**src/rtl/sram_arb_pkg.sv**
```systemverilog
// Shared constants and the two-way round-robin helper for the SRAM port arbiter.
package sram_arb_pkg;

  localparam int ADDR_W_DEF    = 8;
  localparam int DATA_W_DEF    = 32;
  localparam int RSP_DEPTH_DEF = 4;

  localparam logic REQ_MGMT = 1'b0;
  localparam logic REQ_DSP  = 1'b1;

  // Returns one-hot {gnt1, gnt0}; on contention the requester not granted last wins.
  function automatic logic [1:0] rr_grant(input logic cand0, input logic cand1, input logic last);
    logic [1:0] g;
    g = 2'b00;
    if (cand0 && cand1) begin
      g = (last == REQ_MGMT) ? 2'b10 : 2'b01;
    end else if (cand0) begin
      g = 2'b01;
    end else if (cand1) begin
      g = 2'b10;
    end else begin
      g = 2'b00;
    end
    return g;
  endfunction

endpackage

```
**src/rtl/sram_port_arbiter_if.sv**
```systemverilog
// Requester handshakes, response streams and SRAM W0/R0 wires of the arbiter.
interface sram_port_arbiter_if #(
  parameter int ADDR_W = 8,
  parameter int DATA_W = 32
);
  logic              req0_valid, req1_valid;
  logic              req0_ready, req1_ready;
  logic              req0_we, req1_we;
  logic [ADDR_W-1:0] req0_addr, req1_addr;
  logic [DATA_W-1:0] req0_wdata, req1_wdata;
  logic              rsp0_valid, rsp1_valid;
  logic              rsp0_ready, rsp1_ready;
  logic [DATA_W-1:0] rsp0_rdata, rsp1_rdata;
  logic              sram_W0_en;
  logic [ADDR_W-1:0] sram_W0_addr;
  logic [DATA_W-1:0] sram_W0_data;
  logic              sram_R0_en;
  logic [ADDR_W-1:0] sram_R0_addr;
  logic [DATA_W-1:0] sram_R0_data;

  modport slave (
    input  req0_valid, req1_valid, req0_we, req1_we, req0_addr, req1_addr,
    input  req0_wdata, req1_wdata, rsp0_ready, rsp1_ready, sram_R0_data,
    output req0_ready, req1_ready, rsp0_valid, rsp1_valid, rsp0_rdata, rsp1_rdata,
    output sram_W0_en, sram_W0_addr, sram_W0_data, sram_R0_en, sram_R0_addr
  );

  modport master (
    output req0_valid, req1_valid, req0_we, req1_we, req0_addr, req1_addr,
    output req0_wdata, req1_wdata, rsp0_ready, rsp1_ready, sram_R0_data,
    input  req0_ready, req1_ready, rsp0_valid, rsp1_valid, rsp0_rdata, rsp1_rdata,
    input  sram_W0_en, sram_W0_addr, sram_W0_data, sram_R0_en, sram_R0_addr
  );
endinterface

```
**src/rtl/sram_rsp_fifo.sv**
```systemverilog
// Synchronous response FIFO; simultaneous push and pop are both honoured.
module sram_rsp_fifo #(
  parameter int DATA_W = 32,
  parameter int DEPTH  = 4,
  localparam int AW    = $clog2(DEPTH),
  localparam int CW    = $clog2(DEPTH) + 1
) (
  input  logic              clk,
  input  logic              rst,
  input  logic              push,
  input  logic [DATA_W-1:0] push_data,
  input  logic              pop,
  output logic [DATA_W-1:0] pop_data,
  output logic [CW-1:0]     count,
  output logic              empty,
  output logic              full
);
  logic [DATA_W-1:0] mem_r [DEPTH];
  logic [AW-1:0]     wr_ptr_r, rd_ptr_r;
  logic [CW-1:0]     count_r;
  logic              do_push_s, do_pop_s;

  assign empty     = (count_r == {CW{1'b0}});
  assign full      = (count_r == CW'(DEPTH));
  assign count     = count_r;
  assign pop_data  = mem_r[rd_ptr_r];
  assign do_pop_s  = pop & ~empty;
  assign do_push_s = push & (~full | do_pop_s);

  // storage, pointers and occupancy
  always_ff @(posedge clk) begin
    if (rst) begin
      wr_ptr_r <= {AW{1'b0}};
      rd_ptr_r <= {AW{1'b0}};
      count_r  <= {CW{1'b0}};
    end else begin
      if (do_push_s) begin
        mem_r[wr_ptr_r] <= push_data;
        wr_ptr_r        <= wr_ptr_r + AW'(1'b1);
      end
      if (do_pop_s) begin
        rd_ptr_r <= rd_ptr_r + AW'(1'b1);
      end
      case ({do_push_s, do_pop_s})
        2'b10:   count_r <= count_r + CW'(1'b1);
        2'b01:   count_r <= count_r - CW'(1'b1);
        default: count_r <= count_r;
      endcase
    end
  end

  sram_rsp_fifo_chk u_chk (.clk(clk), .rst(rst), .push(push), .pop(do_pop_s), .full(full));
endmodule

```
**src/rtl/sram_rsp_fifo_chk.sv**
```systemverilog
// Flags a push into a full response FIFO that is not relieved by a same-cycle pop.
module sram_rsp_fifo_chk (
  input logic clk,
  input logic rst,
  input logic push,
  input logic pop,
  input logic full
);
  // overflow watch, ignored while in reset
  always @(posedge clk) begin
    if (!rst) begin
      assert (!(push && full && !pop));
    end
  end
endmodule

```
**src/rtl/sram_port_arbiter.sv**
```systemverilog
// Two-requester arbiter for a 1W/1R SRAM: independent round-robin per port,
// registered SRAM controls, per-requester credit-limited response FIFOs.
module sram_port_arbiter
  import sram_arb_pkg::*;
#(
  parameter int ADDR_W    = ADDR_W_DEF,
  parameter int DATA_W    = DATA_W_DEF,
  parameter int RSP_DEPTH = RSP_DEPTH_DEF
) (
  input logic                 wb_clk_i,
  input logic                 wb_rst_i,
  sram_port_arbiter_if.slave  bus
);
  localparam int CW = $clog2(RSP_DEPTH) + 1;

  logic              wr_last_r, rd_last_r;
  logic              s1_valid_r, s1_id_r, s2_valid_r, s2_id_r;
  logic [1:0]        wpick_s, wgnt_s, rcand_s, rpick_s, rgnt_s;
  logic [ADDR_W-1:0] waddr_s, raddr_s;
  logic [DATA_W-1:0] wdata_s;
  logic              collide_s;
  logic [CW-1:0]     cnt0_s, cnt1_s;
  logic [CW:0]       occ0_s, occ1_s;
  logic              empty0_s, empty1_s, full0_s, full1_s;
  logic              push0_s, push1_s, pop0_s, pop1_s;

  // arbitration, credit check and same-address collision deferral
  always_comb begin
    occ0_s = {1'b0, cnt0_s} + (CW+1)'(s1_valid_r && (s1_id_r == REQ_MGMT))
                            + (CW+1)'(s2_valid_r && (s2_id_r == REQ_MGMT));
    occ1_s = {1'b0, cnt1_s} + (CW+1)'(s1_valid_r && (s1_id_r == REQ_DSP))
                            + (CW+1)'(s2_valid_r && (s2_id_r == REQ_DSP));
    wpick_s    = rr_grant(bus.req0_valid & bus.req0_we, bus.req1_valid & bus.req1_we, wr_last_r);
    rcand_s[0] = bus.req0_valid & ~bus.req0_we & ~full0_s & (occ0_s < (CW+1)'(RSP_DEPTH));
    rcand_s[1] = bus.req1_valid & ~bus.req1_we & ~full1_s & (occ1_s < (CW+1)'(RSP_DEPTH));
    rpick_s    = rr_grant(rcand_s[0], rcand_s[1], rd_last_r);
    waddr_s    = wpick_s[1] ? bus.req1_addr  : bus.req0_addr;
    wdata_s    = wpick_s[1] ? bus.req1_wdata : bus.req0_wdata;
    raddr_s    = rpick_s[1] ? bus.req1_addr  : bus.req0_addr;
    collide_s  = (|wpick_s) && (|rpick_s) && (waddr_s == raddr_s);
    if (wb_rst_i) begin
      wgnt_s = 2'b00;
      rgnt_s = 2'b00;
    end else if (collide_s) begin
      wgnt_s = wpick_s;
      rgnt_s = 2'b00;
    end else begin
      wgnt_s = wpick_s;
      rgnt_s = rpick_s;
    end
    bus.req0_ready = wgnt_s[0] | rgnt_s[0];
    bus.req1_ready = wgnt_s[1] | rgnt_s[1];
  end

  // registered SRAM controls, round-robin pointers and read-tag pipeline
  always_ff @(posedge wb_clk_i) begin
    if (wb_rst_i) begin
      bus.sram_W0_en   <= 1'b0;
      bus.sram_W0_addr <= {ADDR_W{1'b0}};
      bus.sram_W0_data <= {DATA_W{1'b0}};
      bus.sram_R0_en   <= 1'b0;
      bus.sram_R0_addr <= {ADDR_W{1'b0}};
      wr_last_r        <= REQ_DSP;
      rd_last_r        <= REQ_DSP;
      s1_valid_r       <= 1'b0;
      s1_id_r          <= REQ_MGMT;
      s2_valid_r       <= 1'b0;
      s2_id_r          <= REQ_MGMT;
    end else begin
      bus.sram_W0_en <= |wgnt_s;
      if (|wgnt_s) begin
        bus.sram_W0_addr <= waddr_s;
        bus.sram_W0_data <= wdata_s;
        wr_last_r        <= wgnt_s[1];
      end
      bus.sram_R0_en <= |rgnt_s;
      if (|rgnt_s) begin
        bus.sram_R0_addr <= raddr_s;
        rd_last_r        <= rgnt_s[1];
      end
      s1_valid_r <= |rgnt_s;
      s1_id_r    <= rgnt_s[1];
      s2_valid_r <= s1_valid_r;
      s2_id_r    <= s1_id_r;
    end
  end

  // stage 2 lines up with sram_R0_data being valid
  assign push0_s        = s2_valid_r & (s2_id_r == REQ_MGMT);
  assign push1_s        = s2_valid_r & (s2_id_r == REQ_DSP);
  assign pop0_s         = ~empty0_s & bus.rsp0_ready;
  assign pop1_s         = ~empty1_s & bus.rsp1_ready;
  assign bus.rsp0_valid = ~empty0_s;
  assign bus.rsp1_valid = ~empty1_s;

  sram_rsp_fifo #(.DATA_W(DATA_W), .DEPTH(RSP_DEPTH)) u_fifo0 (
    .clk(wb_clk_i), .rst(wb_rst_i), .push(push0_s), .push_data(bus.sram_R0_data),
    .pop(pop0_s), .pop_data(bus.rsp0_rdata), .count(cnt0_s), .empty(empty0_s), .full(full0_s)
  );

  sram_rsp_fifo #(.DATA_W(DATA_W), .DEPTH(RSP_DEPTH)) u_fifo1 (
    .clk(wb_clk_i), .rst(wb_rst_i), .push(push1_s), .push_data(bus.sram_R0_data),
    .pop(pop1_s), .pop_data(bus.rsp1_rdata), .count(cnt1_s), .empty(empty1_s), .full(full1_s)
  );
endmodule

```
**src/flat_wrapper.sv**
```systemverilog
// flat-port wrapper written by rule: the top's interface ports become plain ports
module sram_port_arbiter_flat import sram_arb_pkg::*;
#(
  parameter int ADDR_W    = ADDR_W_DEF,
  parameter int DATA_W    = DATA_W_DEF,
  parameter int RSP_DEPTH = RSP_DEPTH_DEF
)
  (wb_clk_i, wb_rst_i, bus_req0_valid, bus_req1_valid, bus_req0_we, bus_req1_we, bus_req0_addr, bus_req1_addr, bus_req0_wdata, bus_req1_wdata, bus_rsp0_ready, bus_rsp1_ready, bus_sram_R0_data, bus_req0_ready, bus_req1_ready, bus_rsp0_valid, bus_rsp1_valid, bus_rsp0_rdata, bus_rsp1_rdata, bus_sram_W0_en, bus_sram_W0_addr, bus_sram_W0_data, bus_sram_R0_en, bus_sram_R0_addr);
  sram_port_arbiter_if #(.ADDR_W(ADDR_W), .DATA_W(DATA_W)) bus_i ();
  input logic wb_clk_i;
  input logic wb_rst_i;
  input wire logic [$bits(bus_i.req0_valid)-1:0] bus_req0_valid;
  input wire logic [$bits(bus_i.req1_valid)-1:0] bus_req1_valid;
  input wire logic [$bits(bus_i.req0_we)-1:0] bus_req0_we;
  input wire logic [$bits(bus_i.req1_we)-1:0] bus_req1_we;
  input wire logic [$bits(bus_i.req0_addr)-1:0] bus_req0_addr;
  input wire logic [$bits(bus_i.req1_addr)-1:0] bus_req1_addr;
  input wire logic [$bits(bus_i.req0_wdata)-1:0] bus_req0_wdata;
  input wire logic [$bits(bus_i.req1_wdata)-1:0] bus_req1_wdata;
  input wire logic [$bits(bus_i.rsp0_ready)-1:0] bus_rsp0_ready;
  input wire logic [$bits(bus_i.rsp1_ready)-1:0] bus_rsp1_ready;
  input wire logic [$bits(bus_i.sram_R0_data)-1:0] bus_sram_R0_data;
  output wire logic [$bits(bus_i.req0_ready)-1:0] bus_req0_ready;
  output wire logic [$bits(bus_i.req1_ready)-1:0] bus_req1_ready;
  output wire logic [$bits(bus_i.rsp0_valid)-1:0] bus_rsp0_valid;
  output wire logic [$bits(bus_i.rsp1_valid)-1:0] bus_rsp1_valid;
  output wire logic [$bits(bus_i.rsp0_rdata)-1:0] bus_rsp0_rdata;
  output wire logic [$bits(bus_i.rsp1_rdata)-1:0] bus_rsp1_rdata;
  output wire logic [$bits(bus_i.sram_W0_en)-1:0] bus_sram_W0_en;
  output wire logic [$bits(bus_i.sram_W0_addr)-1:0] bus_sram_W0_addr;
  output wire logic [$bits(bus_i.sram_W0_data)-1:0] bus_sram_W0_data;
  output wire logic [$bits(bus_i.sram_R0_en)-1:0] bus_sram_R0_en;
  output wire logic [$bits(bus_i.sram_R0_addr)-1:0] bus_sram_R0_addr;
  assign bus_i.req0_valid = bus_req0_valid;
  assign bus_i.req1_valid = bus_req1_valid;
  assign bus_i.req0_we = bus_req0_we;
  assign bus_i.req1_we = bus_req1_we;
  assign bus_i.req0_addr = bus_req0_addr;
  assign bus_i.req1_addr = bus_req1_addr;
  assign bus_i.req0_wdata = bus_req0_wdata;
  assign bus_i.req1_wdata = bus_req1_wdata;
  assign bus_i.rsp0_ready = bus_rsp0_ready;
  assign bus_i.rsp1_ready = bus_rsp1_ready;
  assign bus_i.sram_R0_data = bus_sram_R0_data;
  assign bus_req0_ready = bus_i.req0_ready;
  assign bus_req1_ready = bus_i.req1_ready;
  assign bus_rsp0_valid = bus_i.rsp0_valid;
  assign bus_rsp1_valid = bus_i.rsp1_valid;
  assign bus_rsp0_rdata = bus_i.rsp0_rdata;
  assign bus_rsp1_rdata = bus_i.rsp1_rdata;
  assign bus_sram_W0_en = bus_i.sram_W0_en;
  assign bus_sram_W0_addr = bus_i.sram_W0_addr;
  assign bus_sram_W0_data = bus_i.sram_W0_data;
  assign bus_sram_R0_en = bus_i.sram_R0_en;
  assign bus_sram_R0_addr = bus_i.sram_R0_addr;
  sram_port_arbiter #(.ADDR_W(ADDR_W), .DATA_W(DATA_W), .RSP_DEPTH(RSP_DEPTH)) u_core (.wb_clk_i(wb_clk_i), .wb_rst_i(wb_rst_i), .bus(bus_i));
endmodule
```
**config.mk**
```make
export PLATFORM = sky130hd
export DESIGN_NAME = sram_port_arbiter_flat
export DESIGN_NICKNAME = d
export VERILOG_FILES = /design/src/rtl/sram_arb_pkg.sv /design/src/rtl/sram_port_arbiter_if.sv /design/src/rtl/sram_rsp_fifo.sv /design/src/rtl/sram_rsp_fifo_chk.sv /design/src/rtl/sram_port_arbiter.sv /design/src/flat_wrapper.sv
export SDC_FILE = /design/constraint.sdc
export NUM_CORES = 1
export LEC_CHECK = 0
export CAP_MARGIN = 20
export CORE_MARGIN = 2
export CORE_UTILIZATION = 50
export DETAILED_ROUTE_END_ITERATION = 7
export PLACE_DENSITY = 0.75
export SYNTH_ARGS = -nofsm -noshare
export SYNTH_HDL_FRONTEND = slang
export SYNTH_SLANG_ARGS = --single-unit
export TNS_END_PERCENT = 100
```
**constraint.sdc**
```tcl
create_clock -name wb_clk_i -period 3.35 [get_ports wb_clk_i]
set_input_delay 0.5025 -clock wb_clk_i [delete_from_list [all_inputs] [get_ports wb_clk_i]]
set_output_delay 0.5025 -clock wb_clk_i [all_outputs]
set_load 0.005 [all_outputs]
```
== Yosys cells after proc, flatten, opt, wreduce, memory -nomap -nowiden ==
Memory sizes are Yosys's and may differ from the RTL's. A register that Yosys moved wholly into a read port is not among the register bits.
Index checks and enable logic that the tools add are counted.
Word-level totals
  logic and storage cells: 109
  bits in registers: 69
  memories: 2
  RAM bits: 256
  input bits: 120
Cells by class
  add/subtract/negate cells: 12
  reduce and logical (&&, ||, !) cells: 16
  $lt $le $gt $ge: 2
  equality and inequality tests: 7
  mux-type cells: 26
  bitwise operators: 28
Memory list
  u_core.u_fifo0.mem_r: depth 4, bits a word 32, read ports 1, clocked after Yosys merged registers in 1, wr ports 1, RTL line sram_rsp_fifo.sv:18  | logic [DATA_W-1:0] mem_r [DEPTH];
  u_core.u_fifo1.mem_r: depth 4, bits a word 32, read ports 1, clocked after Yosys merged registers in 1, wr ports 1, RTL line sram_rsp_fifo.sv:18
Operators by type and width (number)
  32-bit two-way mux: 1
  2-bit two-way mux: 15
  1-bit bitwise AND: 16
  8-bit two-way mux: 2
  3-bit case mux with 2 select lines: 2
  2-bit by 1-bit adder with 2-bit output (second input constant): 4
  3-bit by 1-bit adder with 4-bit output: 2
  4-bit by 1-bit adder with 4-bit output: 2
  8-bit == test: 1
  1-bit logical AND: 8
  4-bit by 3-bit < comparator with 1-bit output (second input constant): 2
  1-bit inverter: 8
  2-bit OR reduction: 4
  3-bit by 1-bit adder with 3-bit output (second input constant): 2
  3-bit == test (second input constant): 2
  3-bit logical NOT: 2
  1-bit two-way mux: 6
  3-bit by 1-bit subtractor with 3-bit output (second input constant): 2
  2-bit by 1-bit == test with 1-bit output (second input constant): 2
  2-bit == test (second input constant): 2
  1-bit bitwise OR: 4
  2-bit nonzero test: 2

== Longest topological paths before layout ==
Gate-level depths: netlist (run 1).
  word-level depth: 14
  mapped depth: 9
  depth with buffers taken out: 9

== By module ==
A second synthesis (run 1) with hierarchy kept.
Second synthesis, totals
  cell total of the unflattened synthesis: 787
  area total of the unflattened synthesis: 12896.1 um^2
Modules (own cells, without submodules)
  sram_rsp_fifo at u_core.u_fifo0: instances 1, area each 5186.2 um^2, sequential area each 4023.9 um^2, cells an instance 235
  sram_rsp_fifo at u_core.u_fifo1: instances 1, area each 5083.6 um^2, sequential area each 4023.9 um^2, cells an instance 221
  sram_port_arbiter: instances 1, area each 2626.3 um^2, sequential area each 1101.1 um^2, cells an instance 331

== Worst setup path after synthesis (run 1) ==
Ideal clock, no wire load.
  kind: input to register
  start: input port bus_rsp1_ready
  end: register u_core.u_fifo1.count_r[2] (netlist: u_core.u_fifo1.count[2])
  buffers on the path: 0
  cell stages on the path: 7
  library setup time: 0.071 ns
  setup slack: 0.849 ns
  data arrival time: 2.430 ns
  cells stage by stage: o41ai_1 -> ha_1 -> inv_1 -> fa_1 -> xor2_1 -> or3_1 -> a21oi_1
On the way
  longest elaborated chain between the ends: 6
Ends and longest elaborated chain
  start, declared: RTL line flat_wrapper.sv:21  | input wire logic [$bits(bus_i.rsp1_ready)-1:0] bus_rsp1_ready;
  1-bit bitwise AND *: RTL line sram_port_arbiter.sv:92  | assign pop1_s = ~empty1_s & bus.rsp1_ready;
  1-bit bitwise AND *: RTL line sram_rsp_fifo.sv:27  | assign do_pop_s = pop & ~empty;
  1-bit bitwise OR: RTL line sram_rsp_fifo.sv:28  | assign do_push_s = push & (~full | do_pop_s);
  1-bit bitwise AND: RTL line sram_rsp_fifo.sv:28
  2-bit by 1-bit == test with 1-bit output / 2-bit == test (equally long branches): RTL line sram_rsp_fifo.sv:44  | case ({do_push_s, do_pop_s})
  3-bit case mux with 2 select lines / 2-bit nonzero test (equally long branches)
  end signal, assigned: RTL line sram_rsp_fifo.sv:45  | 2'b10: count_r <= count_r + CW'(1'b1);
  end signal, assigned: RTL line sram_rsp_fifo.sv:46  | 2'b01: count_r <= count_r - CW'(1'b1);
  end signal, assigned: RTL line sram_rsp_fifo.sv:47  | default: count_r <= count_r;
  end, declared: RTL line sram_rsp_fifo.sv:20  | logic [CW-1:0] count_r;
Mark *: on every way between the ends. The rest lies on a longest branch, timed or not.
A chain may end at the register's enable or synchronous reset.

== Final worst setup path (run 1) ==
  start: input port bus_req0_addr[5]
  end: output port bus_req0_ready
On the way
  longest elaborated chain between the ends: 6
Ends and longest elaborated chain
  start, declared: RTL line flat_wrapper.sv:16  | input wire logic [$bits(bus_i.req0_addr)-1:0] bus_req0_addr;
  8-bit two-way mux, on equally long branches: RTL line sram_port_arbiter.sv:37, sram_port_arbiter.sv:39
  8-bit == test *: RTL line sram_port_arbiter.sv:40  | collide_s = (|wpick_s) && (|rpick_s) && (waddr_s == raddr_s);
  1-bit logical AND *: RTL line sram_port_arbiter.sv:40
  2-bit two-way mux *: RTL line sram_port_arbiter.sv:44  | end else if (collide_s) begin
  2-bit two-way mux *: RTL line sram_port_arbiter.sv:41  | if (wb_rst_i) begin
  1-bit bitwise OR *: RTL line sram_port_arbiter.sv:51  | bus.req0_ready = wgnt_s[0] | rgnt_s[0];
  end, declared: RTL line flat_wrapper.sv:23  | output wire logic [$bits(bus_i.req0_ready)-1:0] bus_req0_ready;
Marked as above.

==> results of run 1 <==
==> worst max path at each step <==
stage                                           endpoint  depth (start not counted)
finish                                    bus_req0_ready                          7
global route                              bus_req0_ready                          8
CTS                                       bus_req0_ready                          7
detailed placement                        bus_req0_ready                          7
global placement                          bus_req0_ready                          7
floorplan           u_core.u_fifo1.count[2]$_SDFFE_PP0P_                          7
==> registers in the layout, indices dropped and copies added, names as in the netlist, named ones only <==
signal / flops
u_core.u_fifo0.rd_ptr_r: 2
u_core.bus.sram_W0_data: 32
u_core.s1_id_r: 1
u_core.u_fifo0.wr_ptr_r: 2
u_core.u_fifo1.count: 3
u_core.s2_valid_r: 1
u_core.bus.sram_W0_en: 1
u_core.bus.sram_R0_addr: 8
u_core.u_fifo0.mem_r: 128
u_core.rd_last_r: 1
u_core.u_fifo1.mem_r: 128
u_core.bus.sram_W0_addr: 8
u_core.s2_id_r: 1
u_core.u_fifo1.rd_ptr_r: 2
u_core.bus.sram_R0_en: 1
u_core.wr_last_r: 1
u_core.u_fifo0.count: 3
u_core.u_fifo1.wr_ptr_r: 2
==> critical path, delay by kind of cell <==
kind            cells  cell delay (ps)
buf+inv             2              940
simple gates        1              160
compound gates      4             1150
==> placed cells by master (no fill, tap or decap), types with 4 or more instances in the layout <==
cell type	n
o21ai_0	4
nand2_1	87
clkdlybuf4s50_1	236
inv_1	22
and2_2	8
dfxtp_2	4
clkbuf_1	9
nor2_1	60
mux4_2	64
xor2_1	8
clkinv_1	11
a21oi_1	9
a311oi_1	40
edfxtp_1	256
nor2b_1	15
and2_1	5
ha_1	12
clkbuf_16	35
dfxtp_1	69
a311oi_2	8
buf_4	24
buf_12	4
xnor2_1	7
a221oi_1	6
nand3_1	5
==> through the flow <==
stage               hold WS (ps)  cell area (µm²)  power, µW
floorplan                    452            12800       4990
global placement             471            15700       5500
detailed placement           487            15700       5510
CTS                          432            16700       8920
global route                 450            16700       9150
finish                       434            16700       8830
==> synthesized netlist by cell type, drive strengths merged, types with 2 or more instances <==
master	n
dfxtp	73
buf	14
nand3	5
inv	22
nor2	60
a221oi	8
nor2b	15
o21ai	5
xor2	8
nand2	88
mux2i	2
or3	2
mux4	64
a311oi	48
clkbuf	30
o41ai	2
ha	12
a21oi	10
xnor2	7
fa	2
edfxtp	256
and2	13
==> power groups by stage <==
stage | sequential [µW] | combinational [µW] | clock, µW
finish | 4530 | 894 | 3410
global route | 4530 | 976 | 3640
CTS | 4530 | 910 | 3490
detailed placement | 4610 | 902 | 0
global placement | 4610 | 893 | 0
floorplan | 4600 | 387 | 0
==> layout make-up <==
| cell class | instances | area [µm²] |
|---|---|---|
| Clock inverter | 16 | 96.3 |
| Sequential cell | 329 | 9150 |
| Clock buffer | 44 | 910 |
| Timing Repair Buffer | 265 | 2630 |
| Inverter | 22 | 82.6 |
| Antenna cell | 1 | 2.50 |
| Multi-Input combinational cell | 369 | 3380 |
| Fill cell | 1772 | 8440 |
| Tap cell | 330 | 413 |
==> logic make-up (layout without fill, tap and decap cells) <==
group                    after synthesis  count (layout)  share of synthesized area (%)
other                                  0               1                              0
flip-flops                           329             329                           71.7
XOR/XNOR                              15              15                           1.03
AO/OA/AOI/OAI                         84              84                           5.95
AND/OR/NAND/NOR                      190             190                           6.42
adder cells (fa/ha/maj)               14              14                           1.49
multiplexers                          66              66                           11.4
buffers and inverters                 66             347                           2.02
==> routing by layer <==
metal / vias to the layer above / track usage, % / routed length [µm]
li1: 3469 / - / -
met1: 3702 / 27.5 / 11000
met2: 334 / 37.8 / 14600
met3: 56 / 6.69 / 2580
met4: 0 / 7.78 / 865
met5: - / 0 / 0
==> metrics.csv, run 1 <==
stage;metric;value;unit
clock_tree;worst skew pair latency;520;ps
synth;post-synth top area cell;edfxtp_1;
min_path;hold path start;wb_rst_i;
synth;Post-synth EDFFs;256;
power_and_ir_drop;Sw Ratio;21.8;%
finish;Layout area overhead;30.5;%
worst_setup_path;CP Capture Type;output port;
synth;distinct cell type count after synthesis;46;
sta;slew at the pin closest to its max-slew limit;641;ps
worst_setup_path;Reg-to-Reg End;u_core.u_fifo1.count[2]$_SDFFE_PP0P_;
finish;Final #Nets;1155;
synth;Cell Area, Synth;12800;µm²
finish;final core utilization;66.4;%
clock_tree;CTS clk-pin slew, worst paths;50;ps
worst_setup_path;r2r startpoint;u_core.u_fifo1.count[2]$_SDFFE_PP0P_;
clock_tree;CTS tree;done;
routing;detailed-route via count;7561;
worst_setup_path;critical path type;primary input to output port;
clock_tree;Resized Gates After CTS;0;
routing;drt initial violations;351;
floorplan;core box area;25100;µm²
sta;Max Clk Rate;307;MHz
global_routing;vias in the first global route;7868;
worst_setup_path;Startpoint Class;primary input;
routing;Residual DRC;0;
routing;Post-Route WL;29000;µm
synth;syn_nets;898;
placed_design;Cells after DPL;1315;
placed_design;pre-CTS WS;88.0;ps
power_and_ir_drop;power share of the combinational group;10.1;%
worst_setup_path;worst reg2reg path depth;9;
sta;Slew Limit Headroom;57.3;%
routing;Vias/cell;5.49;
worst_setup_path;CP required;2850;ps
sta;Setup WS post-layout;93.9;ps
floorplan;Die W;164;µm
synth;Avg Inst Size Synth;16.7;µm²
finish;layout cell share with drive strength beyond 1;15.5;%
synth;Synth top area share;60.2;%
placed_design;RD Place Congestion;0.894;
clock_tree;H-tree depth;2;
floorplan;die area;26800;µm²
sta;clock skew;21.7;ps
floorplan;die height;164;µm
global_routing;largest net degree at the start of global routing;53;
routing;post-DR wirelength/cell;21.1;µm
synth;top post-synthesis cells by area;edfxtp_1 (60%), dfxtp_1 (11%), mux4_2 (11%);
clock_tree;Max Root-Sink Buffers;3;
global_routing;initial antenna violation count;1;
synth;sequential share of the synthesized area;71.7;%
clock_tree;CTS Hold Buffers Added;0;
sta;max-slew violations;0;
floorplan;row count;58;
power_and_ir_drop;Leak;0.00552;µW
synth;fraction of registers with async set/reset;0;%
worst_setup_path;most used cell, CP;clkdlybuf4s50_1;
routing;TritonRoute pass-1 iters;5;
routing;Post-DRT Antenna Nets;0;
placed_design;DP HPWL;18500;µm
synth;Post-Syn Instances;764;
synth;Synth Register Bits;329;
min_path;HP Class;primary input to register;
global_routing;global-route wire length before repair;44700;µm
worst_setup_path;worst-path maximum fanout;2;
global_routing;Overflow after GRT;0;
worst_setup_path;Worst Setup SP;bus_req0_addr[5];
power_and_ir_drop;Clock Power Share;38.6;%
worst_setup_path;crit path cell chain;clkdlybuf4s50_1 -> nor2b_1 -> a2111o_1 -> o41a_1 -> o21ai_4 -> a21oi_1 -> clkdlybuf4s50_1;
status;status;finished, final reports clean;
min_path;hold depth;2;
sta;final critical-path share of the clock period;97.2;%
power_and_ir_drop;internal power;6910;µW
worst_setup_path;Worst R2R Setup Slack;1030;ps
power_and_ir_drop;Seq pwr share;51.2;%
worst_setup_path;CP peak stage delay;480;ps
worst_setup_path;critical path's slowest cell;clkdlybuf4s50_1;
sta;RSZ-0062 raised after global routing;false;
worst_setup_path;Arrival @ worst endpoint;2750;ps
clock_tree;Root Driver;clkbuf_16;
synth;Ys Warns;0;
clock_tree;post-CTS setup buffers;0;
sta;Final Hold Viols;0;
sta;minimum clock period;3260;ps
sta;# setup viols final;0;
power_and_ir_drop;Net Sw Power;1920;µW
placed_design;IO Port Bufs;237;
floorplan;initial core utilization;50.9;%
run;# Max-Cap Violations;0;
clock_tree;clock sink count;329;
global_routing;Tot GR Track Use;22.3;%
power_and_ir_drop;pwr dens;530;nW/µm²
floorplan;I/O pin cnt;238;
sta;setup TNS;0;ps
synth;Synth Flop Type;edfxtp_1;
finish;Non-Filler Instances;1376;
clock_tree;CTS buffer count;34;
power_and_ir_drop;worst vdd ir;345;µV
(Power assumes the default switching activity.)
==> run 2, diff against run 1 <==
--- a/config.mk
+++ b/config.mk
@@ -9,7 +9,7 @@
 export CORE_MARGIN = 2
 export CORE_UTILIZATION = 50
 export DETAILED_ROUTE_END_ITERATION = 7
-export PLACE_DENSITY = 0.75
+export PLACE_DENSITY = 0.84
 export SYNTH_ARGS = -nofsm -noshare
 export SYNTH_HDL_FRONTEND = slang
 export SYNTH_SLANG_ARGS = --single-unit
==> metrics.csv, run 2 (synthesized netlist as in run 1, its figures left out) <==
stage;metric;value;unit
sta;max-slew violations;0;
sta;Max Clk Rate;308;MHz
clock_tree;clock sink count;329;
power_and_ir_drop;worst vdd ir;339;µV
floorplan;die height;164;µm
clock_tree;Max Root-Sink Buffers;3;
global_routing;global-route wire length before repair;44500;µm
global_routing;initial antenna violation count;0;
worst_setup_path;critical path type;primary input to output port;
sta;final critical-path share of the clock period;97.0;%
routing;drt initial violations;500;
worst_setup_path;Reg-to-Reg End;u_core.u_fifo0.count[2]$_SDFFE_PP0P_;
worst_setup_path;crit path cell chain;clkdlybuf4s50_1 -> xor2_1 -> a2111o_1 -> o41a_1 -> o21ai_4 -> a21oi_1 -> clkdlybuf4s50_1;
floorplan;I/O pin cnt;238;
finish;layout cell share with drive strength beyond 1;15.9;%
routing;Residual DRC;0;
clock_tree;Root Driver;clkbuf_16;
worst_setup_path;delay-heaviest family, CP;compound AO/OA/AOI/OAI gates;
finish;commonest non-fill, non-tap cell in the layout;edfxtp_1;
finish;top flop regs;u_core.u_fifo0.mem_r (128), u_core.u_fifo1.mem_r (128), u_core.bus.sram_W0_data (32);
power_and_ir_drop;internal power;7030;µW
power_and_ir_drop;power share of the combinational group;10.0;%
power_and_ir_drop;Leak;0.00554;µW
placed_design;DP HPWL;18700;µm
run;# Max-Cap Violations;0;
finish;Final #Nets;1153;
worst_setup_path;Worst R2R Setup Slack;1030;ps
sta;setup TNS;0;ps
finish;Non-Filler Instances;1373;
global_routing;vias in the first global route;7854;
sta;clock skew;23.1;ps
placed_design;Cells after DPL;1313;
power_and_ir_drop;Clock Power Share;39.5;%
worst_setup_path;most used cell, CP;clkdlybuf4s50_1;
worst_setup_path;Startpoint Class;primary input;
finish;ant diodes;0;
power_and_ir_drop;Net Sw Power;1930;µW
placed_design;IO Port Bufs;237;
clock_tree;CTS buffer count;34;
status;status;finished, final reports clean;
floorplan;initial core utilization;50.9;%
worst_setup_path;Arrival @ worst endpoint;2750;ps
finish;commonest non-fill, non-tap cells in the layout;edfxtp_1 (256), clkdlybuf4s50_1 (235), nand2_1 (87);
min_path;hold depth;3;
clock_tree;post-CTS setup buffers;0;
sta;minimum clock period;3250;ps
power_and_ir_drop;Sw Ratio;21.5;%
worst_setup_path;CP required;2850;ps
clock_tree;CTS tree;done;
global_routing;largest net degree at the start of global routing;46;
worst_setup_path;r2r startpoint;u_core.u_fifo0.count[2]$_SDFFE_PP0P_;
sta;Final Hold Viols;0;
power_and_ir_drop;Seq pwr share;50.5;%
sta;# setup viols final;0;
routing;detailed-route via count;7622;
routing;Post-DRT Antenna Nets;0;
placed_design;RD Place Congestion;0.868;
worst_setup_path;CP peak stage delay;490;ps
sta;slew at the pin closest to its max-slew limit;672;ps
min_path;worst hold endpoint;u_core.bus.sram_W0_addr[5]$_SDFFE_PP0P_;
routing;Post-Route WL;29200;µm
worst_setup_path;worst-path maximum fanout;3;
routing;Vias/cell;5.55;
power_and_ir_drop;pwr dens;536;nW/µm²
global_routing;Overflow after GRT;0;
worst_setup_path;WP buf/inv;2;
sta;RSZ-0062 raised after global routing;false;
clock_tree;H-tree depth;2;
clock_tree;CTS clk-pin slew, worst paths;60;ps
floorplan;core box area;25100;µm²
worst_setup_path;critical path's slowest cell;clkdlybuf4s50_1;
worst_setup_path;CP Capture Type;output port;
sta;Slew Limit Headroom;55.2;%
routing;TritonRoute pass-1 iters;5;
floorplan;die area;26800;µm²
clock_tree;worst skew pair latency;520;ps
floorplan;Die W;164;µm
min_path;HP Class;primary input to register;
power_and_ir_drop;Pwr Total;8950;µW
floorplan;row count;58;
global_routing;Tot GR Track Use;22.2;%
min_path;hold path start;bus_req0_addr[5];
finish;Layout area overhead;30.8;%
worst_setup_path;worst reg2reg path depth;9;
routing;post-DR wirelength/cell;21.3;µm
## run 2: how the worst max path moves through the flow
stage,from,endpoint,depth (start not counted)
final,bus_req1_addr[0],bus_req0_ready,7
after global routing,bus_req0_addr[0],bus_req0_ready,7
after CTS,bus_req0_addr[5],bus_req0_ready,7
after detailed placement,bus_req0_addr[5],bus_req0_ready,7
after global placement,bus_req0_addr[5],bus_req0_ready,7
after floorplan,bus_rsp1_ready,u_core.u_fifo1.count[2]$_SDFFE_PP0P_,7
## run 2: area by class of cell
type | instances | area [µm²]
Inverter | 22 | 82.6
Clock buffer | 43 | 926
Timing Repair Buffer | 263 | 2620
Multi-Input combinational cell | 369 | 3390
Sequential cell | 329 | 9150
Clock inverter | 17 | 124
Tap cell | 330 | 413
Fill cell | 1740 | 8410
## run 2: what timing repair did
| action | CTS | global route |
|---|---|---|
| resized for setup | 0 | 1 |
| setup endpoints to repair | 0 | 1 |
| hold buffers | 0 | 0 |
## run 2: worst reg2reg max path: stages, from the launching register on
cell,delay (ps)
dfxtp_1,340
inv_1,80
o41ai_1,340
buf_4,200
ha_1,180
inv_1,70
fa_1,440
xor2_1,160
or3_1,300
a21oi_1,130
## run 2: metrics by stage
step	worst slack, ps	hold WS (ps)	instance area, µm²	utilization, %
global route	54.4	421	16700	66.5
detailed placement	68.3	471	15700	62.3
finish	99.0	441	16700	66.5
global placement	76.7	471	15700	62.3
CTS	55.6	435	16700	66.5
floorplan	849	452	12800	-
## run 2: routing by layer
| layer | vias to the layer above | global-route usage [%] | part of all wire, % | wire length (µm) |
|---|---|---|---|---|
| li1 | 3469 | - | - | - |
| met1 | 3762 | 26.2 | 38 | 11000 |
| met2 | 335 | 38.8 | 51 | 14900 |
| met3 | 56 | 6.89 | 8.7 | 2560 |
| met4 | 0 | 7.22 | 2.7 | 782 |
| met5 | - | 0 | 0 | 0 |
## run 2: power groups by stage
stage               Clock, µW  Sequential, µW  Combinational [µW]
finish                   3540            4520                 896
floorplan                   0            4600                 387
detailed placement          0            4610                 901
global route             3770            4530                 973
global placement            0            4610                 888
CTS                      3620            4520                 907
